==> src/rtl/mesh_router_xy.sv <==
// mesh_router_xy: five-port XY mesh router node with input FIFOs, invalid-destination
// dropping and round-robin arbitrated, registered outputs.
module mesh_router_xy #(
  parameter int PACKET_WIDTH = 64,
  parameter int FIFO_DEPTH   = 4,
  parameter int COORD_W      = 2,
  parameter int X_POS        = 0,
  parameter int Y_POS        = 0,
  parameter int MESH_COLS    = 4,
  parameter int MESH_ROWS    = 4
) (
  input  logic                      clk,
  input  logic                      reset,
  input  logic [4:0]                si,
  output logic [4:0]                ri,
  input  logic [5*PACKET_WIDTH-1:0] di,
  output logic [4:0]                so,
  input  logic [4:0]                ro,
  output logic [5*PACKET_WIDTH-1:0] dout,
  output logic [7:0]                drop_cnt
);
  localparam int AW = $clog2(FIFO_DEPTH);
  localparam logic [AW:0] FULL = (AW+1)'(FIFO_DEPTH);
  logic [PACKET_WIDTH-1:0] mem [5][FIFO_DEPTH];
  logic [AW-1:0] wp [5];
  logic [AW-1:0] rp [5];
  logic [AW:0] cnt [5];
  logic [PACKET_WIDTH-1:0] head [5];
  logic [2:0] route [5];
  logic [2:0] ptr [5];
  logic [2:0] gnt [5];
  logic [4:0] req [5];
  logic [4:0] hv, drop, push, pop, gv;
  logic [3:0] nd;
  logic [8:0] dsum;

  for (genvar k = 0; k < 5; k++) begin : g_in
    logic [COORD_W-1:0] dx, dy;
    assign head[k] = mem[k][rp[k]];
    assign dx = head[k][PACKET_WIDTH-1 -: COORD_W];
    assign dy = head[k][PACKET_WIDTH-1-COORD_W -: COORD_W];
    assign hv[k] = cnt[k] != '0;
    assign ri[k] = cnt[k] != FULL;
    assign push[k] = si[k] && ri[k];
    assign drop[k] = hv[k] && (int'(dx) >= MESH_COLS || int'(dy) >= MESH_ROWS);
    assign route[k] = int'(dx) > X_POS ? 3'd1 : int'(dx) < X_POS ? 3'd2 :
                      int'(dy) > Y_POS ? 3'd3 : int'(dy) < Y_POS ? 3'd4 : 3'd0;
  end

  always_comb begin
    for (int o = 0; o < 5; o++) begin
      req[o] = '0;
      for (int k = 0; k < 5; k++) req[o][k] = hv[k] && !drop[k] && route[k] == 3'(o);
    end
  end

  // descending scan so the requester closest to ptr wins
  always_comb begin
    for (int o = 0; o < 5; o++) begin
      gv[o] = 1'b0;
      gnt[o] = ptr[o];
      for (int i = 4; i >= 0; i--) begin
        if (req[o][3'((int'(ptr[o]) + i) % 5)]) begin
          gv[o] = !so[o] || ro[o];
          gnt[o] = 3'((int'(ptr[o]) + i) % 5);
        end
      end
    end
  end

  always_comb begin
    pop = drop;
    nd = '0;
    for (int k = 0; k < 5; k++) begin
      nd = nd + 4'(drop[k]);
      for (int o = 0; o < 5; o++) if (gv[o] && gnt[o] == 3'(k)) pop[k] = 1'b1;
    end
  end

  assign dsum = 9'(drop_cnt) + 9'(nd);

  always_ff @(posedge clk) begin
    for (int k = 0; k < 5; k++)
      if (push[k]) mem[k][wp[k]] <= di[k*PACKET_WIDTH +: PACKET_WIDTH];
  end

  always_ff @(posedge clk or negedge reset) begin
    if (!reset) begin
      for (int k = 0; k < 5; k++) begin
        wp[k] <= '0;
        rp[k] <= '0;
        cnt[k] <= '0;
      end
      drop_cnt <= '0;
    end else begin
      for (int k = 0; k < 5; k++) begin
        if (push[k]) wp[k] <= wp[k] + 1'b1;
        if (pop[k]) rp[k] <= rp[k] + 1'b1;
        cnt[k] <= cnt[k] + (AW+1)'(push[k]) - (AW+1)'(pop[k]);
      end
      drop_cnt <= dsum > 9'd255 ? 8'hff : dsum[7:0];
    end
  end

  always_ff @(posedge clk or negedge reset) begin
    if (!reset) begin
      so <= '0;
      dout <= '0;
      for (int o = 0; o < 5; o++) ptr[o] <= '0;
    end else begin
      for (int o = 0; o < 5; o++) begin
        if (gv[o]) begin
          so[o] <= 1'b1;
          dout[o*PACKET_WIDTH +: PACKET_WIDTH] <= head[gnt[o]];
          ptr[o] <= gnt[o] == 3'd4 ? 3'd0 : gnt[o] + 3'd1;
        end else if (ro[o]) so[o] <= 1'b0;
      end
    end
  end
endmodule
==> config.mk <==
export PLATFORM = sky130hd
export DESIGN_NAME = mesh_router_xy
export DESIGN_NICKNAME = d
export VERILOG_FILES = /design/src/rtl/mesh_router_xy.sv
export SDC_FILE = /design/constraint.sdc
export NUM_CORES = 2
export LEC_CHECK = 0
export CORE_MARGIN = 4
export CORE_UTILIZATION = 39
export CTS_BUF_LIST = sky130_fd_sc_hd__clkbuf_4 sky130_fd_sc_hd__clkbuf_8
export DETAILED_ROUTE_END_ITERATION = 10
export GPL_TIMING_DRIVEN = 0
export HOLD_SLACK_MARGIN = 0.05
export PLACE_DENSITY_LB_ADDON = 0.08
export SYNTH_ARGS = -nofsm -noshare
export SYNTH_HDL_FRONTEND = slang
export SYNTH_SLANG_ARGS = --single-unit
==> constraint.sdc <==
create_clock -name clk -period 12.3 [get_ports clk]
set_input_delay 1.23 -clock clk [delete_from_list [all_inputs] [get_ports clk]]
set_output_delay 1.23 -clock clk [all_outputs]
set_load 0.02 [all_outputs]
==> parameters.txt <==
Parameter                              Value

Timing
  Slew Limit Fails ... 11
  Slew HR ... -2.13%
  Max Clock Skew ... 0.0895 ns
  Unrepaired setup endpoints after global routing ... no
  Maximum operating frequency ... 94.4 MHz
  Worst-Margin Slew ... 1.53 ns
  Final worst path period share ... 86.1%
  Final critical delay including setup and external delays ... 10.59 ns
  # setup viols final ... 0
  Number of failing hold endpoints at the final stage ... 0

Routing
  Vias per cell ... 5.71
  First DRT Iteration DRCs ... 4417
  Final antenna-violating net count ... 0
  Sum of routed wire length over all layers ... 253000 µm
  DRC viols ... 0
  Router iterations before antenna repair ... 5
  Detail-routed net length per standard cell ... 33.1 µm
  Total number of vias ... 43800

CTS
  Resized Gates After CTS ... 0
  Clock slew seen by the registers of the worst setup and hold paths ... 0.07 ns
  Buffer count from post-CTS setup fixing ... 0
  CTS root buf ... clkbuf_8
  Number of hold-repair buffers added at the cts stage ... 0
  CTS H-tree depth ... 5
  # clock sinks ... 1584
  TritonCTS clock tree ... yes
  CTS Buffer Depth ... 4
  Clock insertion delay at the later pin of the skew report ... 1.04 ns
  Clock buffers created by TritonCTS ... 294

Run status
  Violated checks ... max-capacitance violations, max-slew violations
  Run status ... finished with violations

Global route
  Vias in the first global route ... 44400
  Met1 Use GR ... 33.4%
  Met3 demand-to-capacity share in global routing ... 5.61%
  Antenna violations before repair ... 77
  Grt met2 use ... 44.6%
  Total global routing overflow ... 0
  Pin count of the biggest net entering global routing ... 97
  GRT Total Usage ... 27.0%
  First-pass GRT wire length ... 349000 µm
  Grt peak-use layer ... met2

Setup path
  Critical-path cell with the highest stage delay ... clkbuf_1
  Critical path type ... flip-flop to flip-flop
  Capturing element type of the critical path ... flip-flop
  CP startpoint kind ... flip-flop
  Register-to-register setup slack ... 1.71 ns
  Slowest cell delay on critical path ... 1.12 ns
  Critical Path Fanout Max ... 11
  Crit path DAT ... 11.45 ns
  Worst Path Required ... 13.16 ns

Floorplan
  Die Footprint ... 183000 µm²
  I/O pin count ... 670
  Placeable core area ... 175000 µm²
  Die Y-Extent ... 428 µm
  Initial cell density of the core ... 39.4%
  Number of placement rows ... 153
  Floorplan die width ... 428 µm

Yosys
  Mean area per synthesized cell ... 16.8 µm²
  Number of flops mapped to enable cells by yosys ... 1280
  Top FF cell, synth ... edfxtp_1
  Total standard cell area after synthesis ... 68900 µm²
  Synth top area cells ... edfxtp_1 56%, dfrtp_1 11%, mux4_2 11%
  Post-synthesis sequential area ratio ... 66.9%
  Number of storage elements in the synthesis netlist ... 1584
  Number of warning messages in the yosys log ... 0
  Post-synthesis cell type with the largest combined area ... edfxtp_1
  Fraction of post-synthesis cell area in the top cell type by area ... 55.8%
  Number of library cell types mapped by synthesis ... 96
  Async set-or-reset flop fraction in the synthesized netlist ... 19.2%
  Post-synthesis cell count ... 4089

Layout
  Fraction of final layout cells with drive strength greater than 1 ... 20.0%
  Layout area overhead ... 22.9%
  Total area of multi-input combinational cells ... 21200 µm²
  Number of nets in the finished design ... 5524
  Filler cells ... 15300
  Area taken by flip-flops and latches ... 46000 µm²
  Total non-filler cell area in the finished layout ... 84700 µm²

Place
  Count of buffers inserted at the top-level ports ... 595
  DP Wirelength ... 181000 µm
  Gpl congestion ... 0.906
  Area of placed instances ... 78800 µm²

Min path
  Hold Crit Class ... input pin to asynchronous set/reset pin

Run
  Max_cap viols ... 1
path summary, 6_finish.rpt:
| check | startpoint | endpoint | depth (start not counted) |
|---|---|---|---|
| max | ptr[3] | cnt[5] | 32 |
| min | reset | dout[198] | 1 |
| max in group asynchronous | reset | dout[183] | 3 |
| min in group clk | dout[145] | dout[145] | 1 |
| max reg2reg | ptr[3] | cnt[5] | 32 |
| min reg2reg | dout[145] | dout[145] | 1 |
placed cells by master, fill, tap and decap left out, types with 15 or more instances in the layout:
master              n
or2_2              16
buf_2              53
o22ai_1            51
a21oi_1            94
a21o_1             21
o211ai_1           25
diode_2            45
a221o_1            43
nor3_1             20
mux2i_1           373
inv_1              83
buf_4              80
xnor2_1            39
clkbuf_4          109
clkbuf_8          320
and3_4             20
a31oi_1            18
o221ai_1          143
a22oi_1            86
clkbuf_1          210
dfrtp_1           304
o21ai_0            34
nand2_1           148
mux2_2             21
or3_1              15
conb_1             73
edfxtp_1         1280
ha_1              107
clkinv_2           27
buf_16             24
clkinv_1           41
nor2_1            143
nand2b_1           25
nand3_1            22
mux4_2            326
clkdlybuf4s50_1   594
flip-flops by register name, summed over array words and instances (netlist names):
register,cells
cnt,15
mem,1280
dout,256
so,4
wp,10
rp,10
ptr,9
kinds of logic after synthesis:
kind of cell / after synthesis / share of synthesized area (%)
xor gates and xnor gates: 50 / 0.636
buffers and inverters: 448 / 2.99
and+or+nand+nor: 521 / 3.74
other: 1 / 0.00544
DFF: 1584 / 66.9
muxes: 721 / 16.4
AOI/OAI and AO/OA: 651 / 7.21
adders and majority gates: 113 / 2.12
final cells by class:
cell class              count  area share [%]
inverters                  88           0.390
plain buffers             360            2.06
multi-input cells        2129            25.0
flip-flops and latches   1584            54.4
clock inverters            81           0.593
clock buffers             429            6.17
repair buffers            622            7.87
diodes                     45           0.133
well taps                2325            3.44
synth_stat cells, types with 10 or more instances:
| library cell | count |
|---|---|
| nor2b_1 | 14 |
| buf_4 | 79 |
| ha_1 | 107 |
| o211ai_1 | 25 |
| edfxtp_1 | 1280 |
| a221o_1 | 43 |
| a211oi_1 | 11 |
| a31oi_1 | 18 |
| a21oi_1 | 94 |
| inv_1 | 83 |
| o22ai_1 | 51 |
| a22oi_1 | 86 |
| nor4_1 | 11 |
| o21ai_0 | 34 |
| mux2i_1 | 373 |
| nor2_1 | 143 |
| mux2_2 | 21 |
| mux4_2 | 326 |
| or2_2 | 16 |
| or3_1 | 15 |
| nand2_1 | 148 |
| xnor2_1 | 39 |
| xor2_1 | 11 |
| nand4_1 | 14 |
| and3_1 | 30 |
| clkbuf_1 | 220 |
| a21o_1 | 21 |
| nor3_1 | 20 |
| nand2b_1 | 25 |
| nor3b_1 | 13 |
| o31ai_1 | 10 |
| nand3_1 | 22 |
| dfrtp_1 | 304 |
| buf_2 | 52 |
| o221ai_1 | 143 |
| and2_1 | 14 |
worst max-delay path: cells and delay by family, from the launching register on:
kind	cells	cell delay, ns
AO/OA/AOI/OAI	6	2.78
XOR/XNOR	3	0.43
adder cells (fa/ha/maj)	7	1.97
buffers and inverters	11	3.77
flip-flops	1	0.56
AND/OR/NAND/NOR	5	0.96
stage by stage:
| step | utilization (%) | setup TNS (ns) | hold slack [ns] | cells | setup slack, ns |
|---|---|---|---|---|---|
| after floorplan | - | 0 | 0.502 | 4161 | 5.25 |
| after CTS | 48.4 | 0 | 0.0604 | 7618 | 1.89 |
| final | 48.4 | 0 | 0.109 | 7663 | 1.71 |
| after detailed placement | 45.1 | 0 | 0.445 | 7108 | 1.92 |
| after global routing | 48.4 | 0 | 0.0938 | 7649 | 1.28 |
| after global placement | 44.6 | -1863.58 | 0.439 | 7081 | -6.21 |
per-layer routing:
metal | vias up | share of wire, %
li1 | 18400 | -
met3 | 571 | 6.7
met5 | - | 0.041
met2 | 1876 | 49
met1 | 22900 | 38
met4 | 14 | 5.7
Power is not shown: default switching activity piles up to over one toggle a cycle in this logic, so the estimate is an artifact.
